$ cat config.mk
export PLATFORM = sky130hd
export DESIGN_NAME = pi_series_sequencer
export DESIGN_NICKNAME = d
export VERILOG_FILES = /design/src/rtl/pi_series_sequencer.sv
export SDC_FILE = /design/constraint.sdc
export NUM_CORES = 1
export LEC_CHECK = 0
export CAP_MARGIN = 20
export CORE_MARGIN = 1.5
export CORE_UTILIZATION = 40
export CTS_BUF_LIST = sky130_fd_sc_hd__clkbuf_8
export CTS_CLUSTER_DIAMETER = 40
export CTS_CLUSTER_SIZE = 25
export DETAILED_ROUTE_END_ITERATION = 10
export GPL_TIMING_DRIVEN = 0
export PLACE_DENSITY = 0.64
export SLEW_MARGIN = 20
export SYNTH_ARGS = -nofsm -noshare
export SYNTH_HDL_FRONTEND = slang
export SYNTH_SLANG_ARGS = --single-unit
$ cat constraint.sdc
create_clock -name clk_2 -period 4.5 [get_ports clk_2]
set_input_delay 0.675 -clock clk_2 [delete_from_list [all_inputs] [get_ports clk_2]]
set_output_delay 0.675 -clock clk_2 [all_outputs]
set_load 0.005 [all_outputs]
$ cat src/rtl/pi_series_sequencer.sv
// Leibniz-series pi in fixed point, sharing one restoring divider across all terms.
// Latency 1 + N*(W+2) cycles from start to done; start is only accepted in IDLE, with no other flow control.
module pi_series_sequencer #(
   parameter int FRAC      = 48,
   parameter int INT       = 3,
   parameter int TERM_BITS = 16
) (
   input  logic                    clk_2,
   input  logic                    reset,
   input  logic                    start,
   input  logic [TERM_BITS-1:0]    n_terms,
   output logic                    busy,
   output logic                    done,
   output logic                    stopped_zero,
   output logic [FRAC+INT:0]       pi,
   output logic [TERM_BITS:0]      a_cur,
   output logic [TERM_BITS-1:0]    term_count
);

   localparam int W  = FRAC + INT + 1;
   localparam int CW = $clog2(W);
   localparam logic [W-1:0]         M       = {{(W-1){1'b0}}, 1'b1} << (FRAC + 2);
   localparam logic [TERM_BITS:0]   A_STEP  = 2;
   localparam logic [TERM_BITS:0]   A_FIRST = 1;
   localparam logic [TERM_BITS-1:0] TC_ONE  = 1;
   localparam logic [CW-1:0]        BIT_TOP = CW'(W - 1);
   localparam logic [CW-1:0]        BIT_ONE = 1;

   typedef enum logic [2:0] {
      S_IDLE,
      S_INIT,
      S_LOAD,
      S_DIV,
      S_ACCUM,
      S_DONE
   } state_t;

   state_t               state;
   logic [TERM_BITS-1:0] n_lat;
   logic                 sign_neg;
   logic [W-1:0]         dividend;
   logic [W-1:0]         quot;
   logic [TERM_BITS:0]   divisor;
   logic [TERM_BITS:0]   rem;
   logic [CW-1:0]        bit_cnt;

   // Remainder never reaches the divisor, so one extra bit covers the shifted value.
   logic [TERM_BITS+1:0] rem_shift;
   logic [TERM_BITS:0]   rem_sub;
   logic                 fits;
   logic [TERM_BITS-1:0] tc_next;

   always_comb begin
      rem_shift = {rem, dividend[W-1]};
      fits      = rem_shift >= {1'b0, divisor};
      rem_sub   = rem_shift[TERM_BITS:0] - divisor;
      tc_next   = term_count + TC_ONE;
   end

   always_ff @(posedge clk_2) begin
      if (reset) begin
         state        <= S_IDLE;
         busy         <= 1'b0;
         done         <= 1'b0;
         stopped_zero <= 1'b0;
         pi           <= '0;
         a_cur        <= A_FIRST;
         term_count   <= '0;
         n_lat        <= '0;
         sign_neg     <= 1'b0;
         dividend     <= '0;
         quot         <= '0;
         divisor      <= '0;
         rem          <= '0;
         bit_cnt      <= '0;
      end else begin
         done <= 1'b0;
         case (state)
            S_IDLE: begin
               if (start) begin
                  n_lat <= n_terms;
                  busy  <= 1'b1;
                  state <= S_INIT;
               end
            end
            S_INIT: begin
               pi           <= '0;
               a_cur        <= A_FIRST;
               term_count   <= '0;
               stopped_zero <= 1'b0;
               sign_neg     <= 1'b0;
               if (n_lat == '0) begin
                  busy  <= 1'b0;
                  done  <= 1'b1;
                  state <= S_DONE;
               end else begin
                  state <= S_LOAD;
               end
            end
            S_LOAD: begin
               dividend <= M;
               divisor  <= a_cur;
               rem      <= '0;
               quot     <= '0;
               bit_cnt  <= BIT_TOP;
               state    <= S_DIV;
            end
            S_DIV: begin
               dividend <= dividend << 1;
               quot     <= {quot[W-2:0], fits};
               rem      <= fits ? rem_sub : rem_shift[TERM_BITS:0];
               if (bit_cnt == '0) begin
                  state <= S_ACCUM;
               end else begin
                  bit_cnt <= bit_cnt - BIT_ONE;
               end
            end
            S_ACCUM: begin
               if (quot == '0) begin
                  stopped_zero <= 1'b1;
                  busy         <= 1'b0;
                  done         <= 1'b1;
                  state        <= S_DONE;
               end else begin
                  // Partial sums stay within (0,4], so wrap-free in W bits.
                  pi         <= sign_neg ? (pi - quot) : (pi + quot);
                  term_count <= tc_next;
                  a_cur      <= a_cur + A_STEP;
                  sign_neg   <= ~sign_neg;
                  if (tc_next == n_lat) begin
                     busy  <= 1'b0;
                     done  <= 1'b1;
                     state <= S_DONE;
                  end else begin
                     state <= S_LOAD;
                  end
               end
            end
            S_DONE: begin
               state <= S_IDLE;
            end
            default: begin
               busy  <= 1'b0;
               state <= S_IDLE;
            end
         endcase
      end
   end

endmodule

# ---- Word level (Yosys, flattened, before mapping)
# Index checks and enable logic that the tools add are counted.
dict set report word_totals {
  ff_bits 252
  inputBits 19
  output_inout_bits 88
  elab_cells 81
}
dict set report op_classes {
  n_addsub 6
  magnitude_cmp 1
  n_eq_ne 13
  muxes 32
  bitwise 2
  n_reduce_logical 13
}
# op n
set ops {}
lappend ops {{$pmux 52 s2} 3}
lappend ops {{$mux 52} 2}
lappend ops {{$pmux 17 s2} 2}
lappend ops {{$add 52x52->52} 1}
lappend ops {{$logic_not 52->1} 1}
lappend ops {{$sub 52x52->52} 1}
lappend ops {{$mux 17} 2}
lappend ops {{$pmux 16 s2} 1}
lappend ops {{$ge 18x17->1} 1}
lappend ops {{$add 17x2->17 const B} 1}
lappend ops {{$sub 17x17->17} 1}
lappend ops {{$add 16x1->16 const B} 1}
lappend ops {{$eq 16x16->1} 1}
lappend ops {{$logic_not 16->1} 1}
lappend ops {{$mux 16} 1}
lappend ops {{$mux 3} 5}
lappend ops {{$pmux 3 s5} 1}
lappend ops {{$ne 2x2->1 const B} 6}
lappend ops {{$pmux 6 s2} 1}
lappend ops {{$reduce_and 2->1} 5}
lappend ops {{$mux 1} 9}
lappend ops {{$eq 3x2->1 const B} 2}
lappend ops {{$eq 3x3->1 const B} 2}
lappend ops {{$logic_not 6->1} 1}
lappend ops {{11 further kinds} 15}

# ---- Longest topological paths before layout
dict set report logic_depth {
  word_depth 5
  mapped_depth 23
}

# ---- Worst setup path after synthesis
# Ideal clock, no wire load.
dict set report synth_timing {
  path_type {register to register}
  from {register quot[2]}
  to {register pi[49]}
  setup_time_ns 0.079
  arrival_ns 4.611
  setup_slack_ns -0.190
  stages_incl_launch_ff 23
  path_buffers 2
  cell_sequence {dfxtp_1 > clkbuf_1 > or4_1 > or3_4 > nor4_4 > and3_1 > nand2_1 > nor2_1 > nand2_1 > nor3_2 > a21oi_1 > xnor2_1 > ha_1 > clkbuf_1 > and3_1 > nand3_1 > nor4_1 > o21ai_0 > o21ai_0 > a2111o_1 > nand3_1 > or3_1 > o211ai_1}
}
dict set report synth_between {
  elab_chain_len 4
  elab_cells_between_ends 8
}
# element line
set synth_lines {}
lappend synth_lines {{start, declared} 42} ;# logic [W-1:0] quot;
lappend synth_lines {{start signal, assigned} 110} ;# quot <= {quot[W-2:0], fits};
lappend synth_lines {{$add 52x52->52 / $sub 52x52->52 (equally long branches)} 126} ;# pi <= sign_neg ? (pi - quot) : (pi + quot);
lappend synth_lines {{$mux 52} 126}
lappend synth_lines {{$mux 52} 119} ;# if (quot == '0) begin
lappend synth_lines {{$pmux 52 s2} 78} ;# case (state)
lappend synth_lines {{end signal, assigned} 126}
lappend synth_lines {{end, declared} 15} ;# output logic [FRAC+INT:0] pi,
# Parallel ways exist; a longest one is shown, timed or not. The select of a mux whose other input is x is not followed.
# A chain may end at the register's enable or synchronous reset.

# ---- Final worst setup path
dict set report layout_timing {
  from {register quot[5]}
  to {register pi[43]}
}
# Same word-level chain as after synthesis.

==> key figures <==
Critical path
  • Arrival time at the worst endpoint: 5.19 ns
  • Worst Path Class, Setup: reg2reg
  • Worst-path maximum fanout: 4
  • CP Launch Type: flip-flop
  • Critical Path End Type: flip-flop
  • Critical Path RT: about 4.9 ns

Final layout
  • Fin area: 16,600 µm²
  • # fillers: between 2,000 and 3,000
  • Synth-to-Final Area Change: 31.4%
  • Nets: 1,959
  • Antenna diodes: 0
  • Share of cells above drive strength 1: roughly 16%

Run status
  • Failing checks: negative setup slack
  • Outcome: finished, violations left

Place
  • PortBufs: roughly 110
  • Placed cell areas: around 14,000 µm²
  • GPL Wtd Cong: 0.894
  • Pre-CTS setup slack: -0.899 ns
  • Post-DP HPWL: about 27 mm

CTS
  • CTS sink cnt: 202
  • CTS tree: done
  • Clk pin slew, worst setup/hold paths: approximately 0.090 ns
  • H-tree levels: 2
  • Clock Path Buffers: 3
  • Root Driver: clkbuf_8
  • Worst-Skew Late Latency: 0.54 ns
  • CTS Buf Count: 35

Floorplanning
  • Die extent in y: roughly 180 µm
  • Row Count: 64
  • I/O pin total: roughly 110
  • Full die area: between 30,000 and 40,000 µm²
  • Placeable Area: slightly above 30,000 µm²
  • Initial Util: between 40% and 50%
  • Die Span X: roughly 180 µm

Logic synthesis
  • Library cells used by synthesis: 68
  • Synth Flop Type: dfxtp_1
  • Post-synthesis area per instance: between 7 and 8 µm²
  • Syn Std Cell Area: around 13,000 µm²
  • Synth warnings: 0
  • Async set or reset register ratio after synthesis: 0%
  • Yosys top cell area share: about a third
  • Synth Register Bits: 202
  • Synth Instances: about 1,600
  • Area contributors post-synth: dfxtp_1 32%, ha_1 7.2%, a21oi_1 6.9%
  • Leading area contributor after synthesis: dfxtp_1
  • EDFF count, synth: 0
  • Seq/Total Area, Yosys: 32.0%
  • Post-synthesis net count: about 1,700

Power and ir drop
  • Internal power: roughly 5.9 mW
  • Clock share of power: 21.6%
  • Switching Share: between 40 and 50%
  • Peak supply drop: about 0.00042 V
  • Sw power: between 4 and 5 mW
  • Pleak: approximately 6.6 nW
  • Combinational Power Share: about three fifths
  • PwrDens: 603 nW/µm²
  • Share of power burned in registers: 19.5%

Timing
  • Period utilization: 106%
  • RSZ-0062 raised after global routing: yes
  • Final count of pins violating max slew: 0
  • Worst setup margin: -0.273 ns
  • Worst slew pin tran: roughly 1.0 ns
  • Rel. slew slack: between 30 and 40%
  • # setup viols final: 15
  • Min Clock Period, post-route: about 4.8 ns
  • Layout Skew: around 0.027 ns
  • Final Hold Fails: 0
  • Achievable Freq: around 210 MHz

Routing
  • DRT iter0 DRCs: approximately 840
  • DRC: 0
  • DR WL/cell: roughly 17 µm
  • Post-route ant nets: 0
  • Total vias in the final route: approximately 13,000
  • Detailed Routing Iterations Pass 1: 5
  • Via density: between 5 and 6
  • Overall routed net length: just under 40 mm

GRT
  • Initial antenna violation count: 0
  • First-pass GRT wire length: just over 60 mm
  • GRT Total Usage: a little under a quarter
  • Vias in the first global route: 12,000
  • Pin count of the biggest net entering global routing: 15
  • Gr ovfl total: 0

Hold path
  • Worst hold-check path type: reg2reg

Job
  • Max Cap Viol: 0
power by group through the flow:
stage | clock network (mW) | logic, mW | registers [mW]
detailed placement | 0 | 4.08 | 1.99
global route | 2.28 | 6.35 | 1.97
finish | 2.16 | 5.89 | 1.96
CTS | 2.19 | 5.02 | 1.95
floorplan | 0 | 3.16 | 1.97
global placement | 0 | 4.07 | 1.99
cell usage after synthesis, drive strengths merged (6+ instances only):
cell and n:
a211oi 8, a21o 38, a21oi 173, a22oi 66, a31oi 18, and2 9
and3 16, and4 7, buf 17, clkbuf 71, dfxtp 202, ha 73
inv 50, nand2 178, nand2b 19, nand3 35, nand3b 8, nand4 25
nor2 210, nor2b 9, nor3 49, nor4 16, o211ai 8, o21a 12
o21ai 84, o21bai 11, o31ai 6, or3 14, xnor2 98, xor2 56
final timing paths:
check                           cells after the start  slack (ns)         end        from
worst max-delay path                               22       -0.27      pi[43]     quot[5]
worst min-delay path                                2        0.46  divisor[9]  divisor[9]
worst max register to register                     22       -0.27      pi[43]     quot[5]
worst min register to register                      2        0.46  divisor[9]  divisor[9]
kinds of logic (layout without fill, tap and decap cells):
| logic type | after synthesis | in the layout | synth area share (%) |
|---|---|---|---|
| xor gates and xnor gates | 154 | 154 | 10.7 |
| and+or+nand+nor | 610 | 610 | 22.4 |
| adders and majority gates | 75 | 75 | 7.55 |
| muxes | 6 | 6 | 0.495 |
| DFF | 202 | 202 | 32.0 |
| AOI/OAI and AO/OA | 459 | 459 | 22.6 |
| buffers and inverters | 138 | 385 | 4.28 |
cell type report:
cell class	count	area, µm²	area share [%]
Multi-Input combinational cell	1304	8870	53.4
Sequential cell	202	4050	24.4
Timing Repair Buffer	195	1780	10.7
Clock buffer	39	537	3.23
Tap cell	396	495	2.98
Clock inverter	24	350	2.11
Buffer	77	338	2.03
Inverter	50	190	1.15
critical path, stage by stage (launching register included):
cell and delay [ns]:
dfxtp_4 0.35, or4_4 0.53, or3_4 0.37, nor4_4 0.14
buf_4 0.18, nand4_4 0.10, nor3_4 0.30, buf_4 0.16
a31oi_1 0.09, xnor2_1 0.31, ha_1 0.31, a21o_1 0.17
a21oi_2 0.17, nor2_4 0.05, nor4_2 0.14, o31a_1 0.22
o21ai_2 0.07, a2111o_1 0.34, buf_4 0.17, buf_6 0.12
a21oi_4 0.12, xor2_1 0.16, o21ai_1 0.07
placed cells by master (no fill, tap or decap), types with 9 or more instances in the layout:
cell,synthesis,layout
a21o_1,38,38
a21oi_1,173,145
a21oi_2,0,23
a22oi_1,66,66
a31oi_1,18,13
and2_1,9,9
and3_1,16,13
buf_2,11,11
buf_4,2,80
buf_6,0,10
clkbuf_1,70,55
clkbuf_8,0,41
clkdlybuf4s50_1,0,106
dfxtp_1,202,200
ha_1,73,57
ha_2,0,9
inv_1,50,51
nand2_1,178,173
nand2b_1,19,19
nand3_1,35,33
nand4_1,24,24
nor2_1,209,200
nor2b_1,9,9
nor3_1,46,43
nor4_1,15,12
o21a_1,12,11
o21ai_0,58,43
o21ai_1,26,33
or3_1,13,13
xnor2_1,98,87
xnor2_2,0,11
xor2_1,56,55
flip-flops by register name, summed over array words and instances (netlist names), 2 cells and up:
signal and count:
pi 52, quot 52, a_cur 17, divisor 17, rem 17, n_lat 16
term_count 16, bit_cnt 6, state 3, dividend 2
stage by stage:
step / hold slack (ns) / std cells / TNS, ns / util, % / power [mW]
final: 0.459 / 2287 / -1.94 / 53.9 / 10.0
after global routing: 0.483 / 2287 / -5.65 / 53.9 / 10.6
after CTS: 0.461 / 2264 / -0.744 / 51.9 / 9.17
after detailed placement: 0.449 / 2146 / -12.35 / 46.3 / 6.07
after global placement: 0.446 / 2146 / -12.83 / 46.3 / 6.06
after floorplan: 0.436 / 1644 / 0 / - / 5.13
per-layer routing:
metal,GRT usage [%],part of all wire (%)
met1,31.5,46
met2,37.5,46
met3,3.23,5.6
met4,6.59,2.1
met5,0,0
timing repair:
action | CTS | global route
cloned | 0 | 0
setup buffers | 63 | 30
hold buffers | 0 | 0
pin swaps | 74 | 66
endpoints found under the setup margin | 28 | 24
resized for setup | 97 | 85
Note: power is estimated with default switching activity, not from simulation.
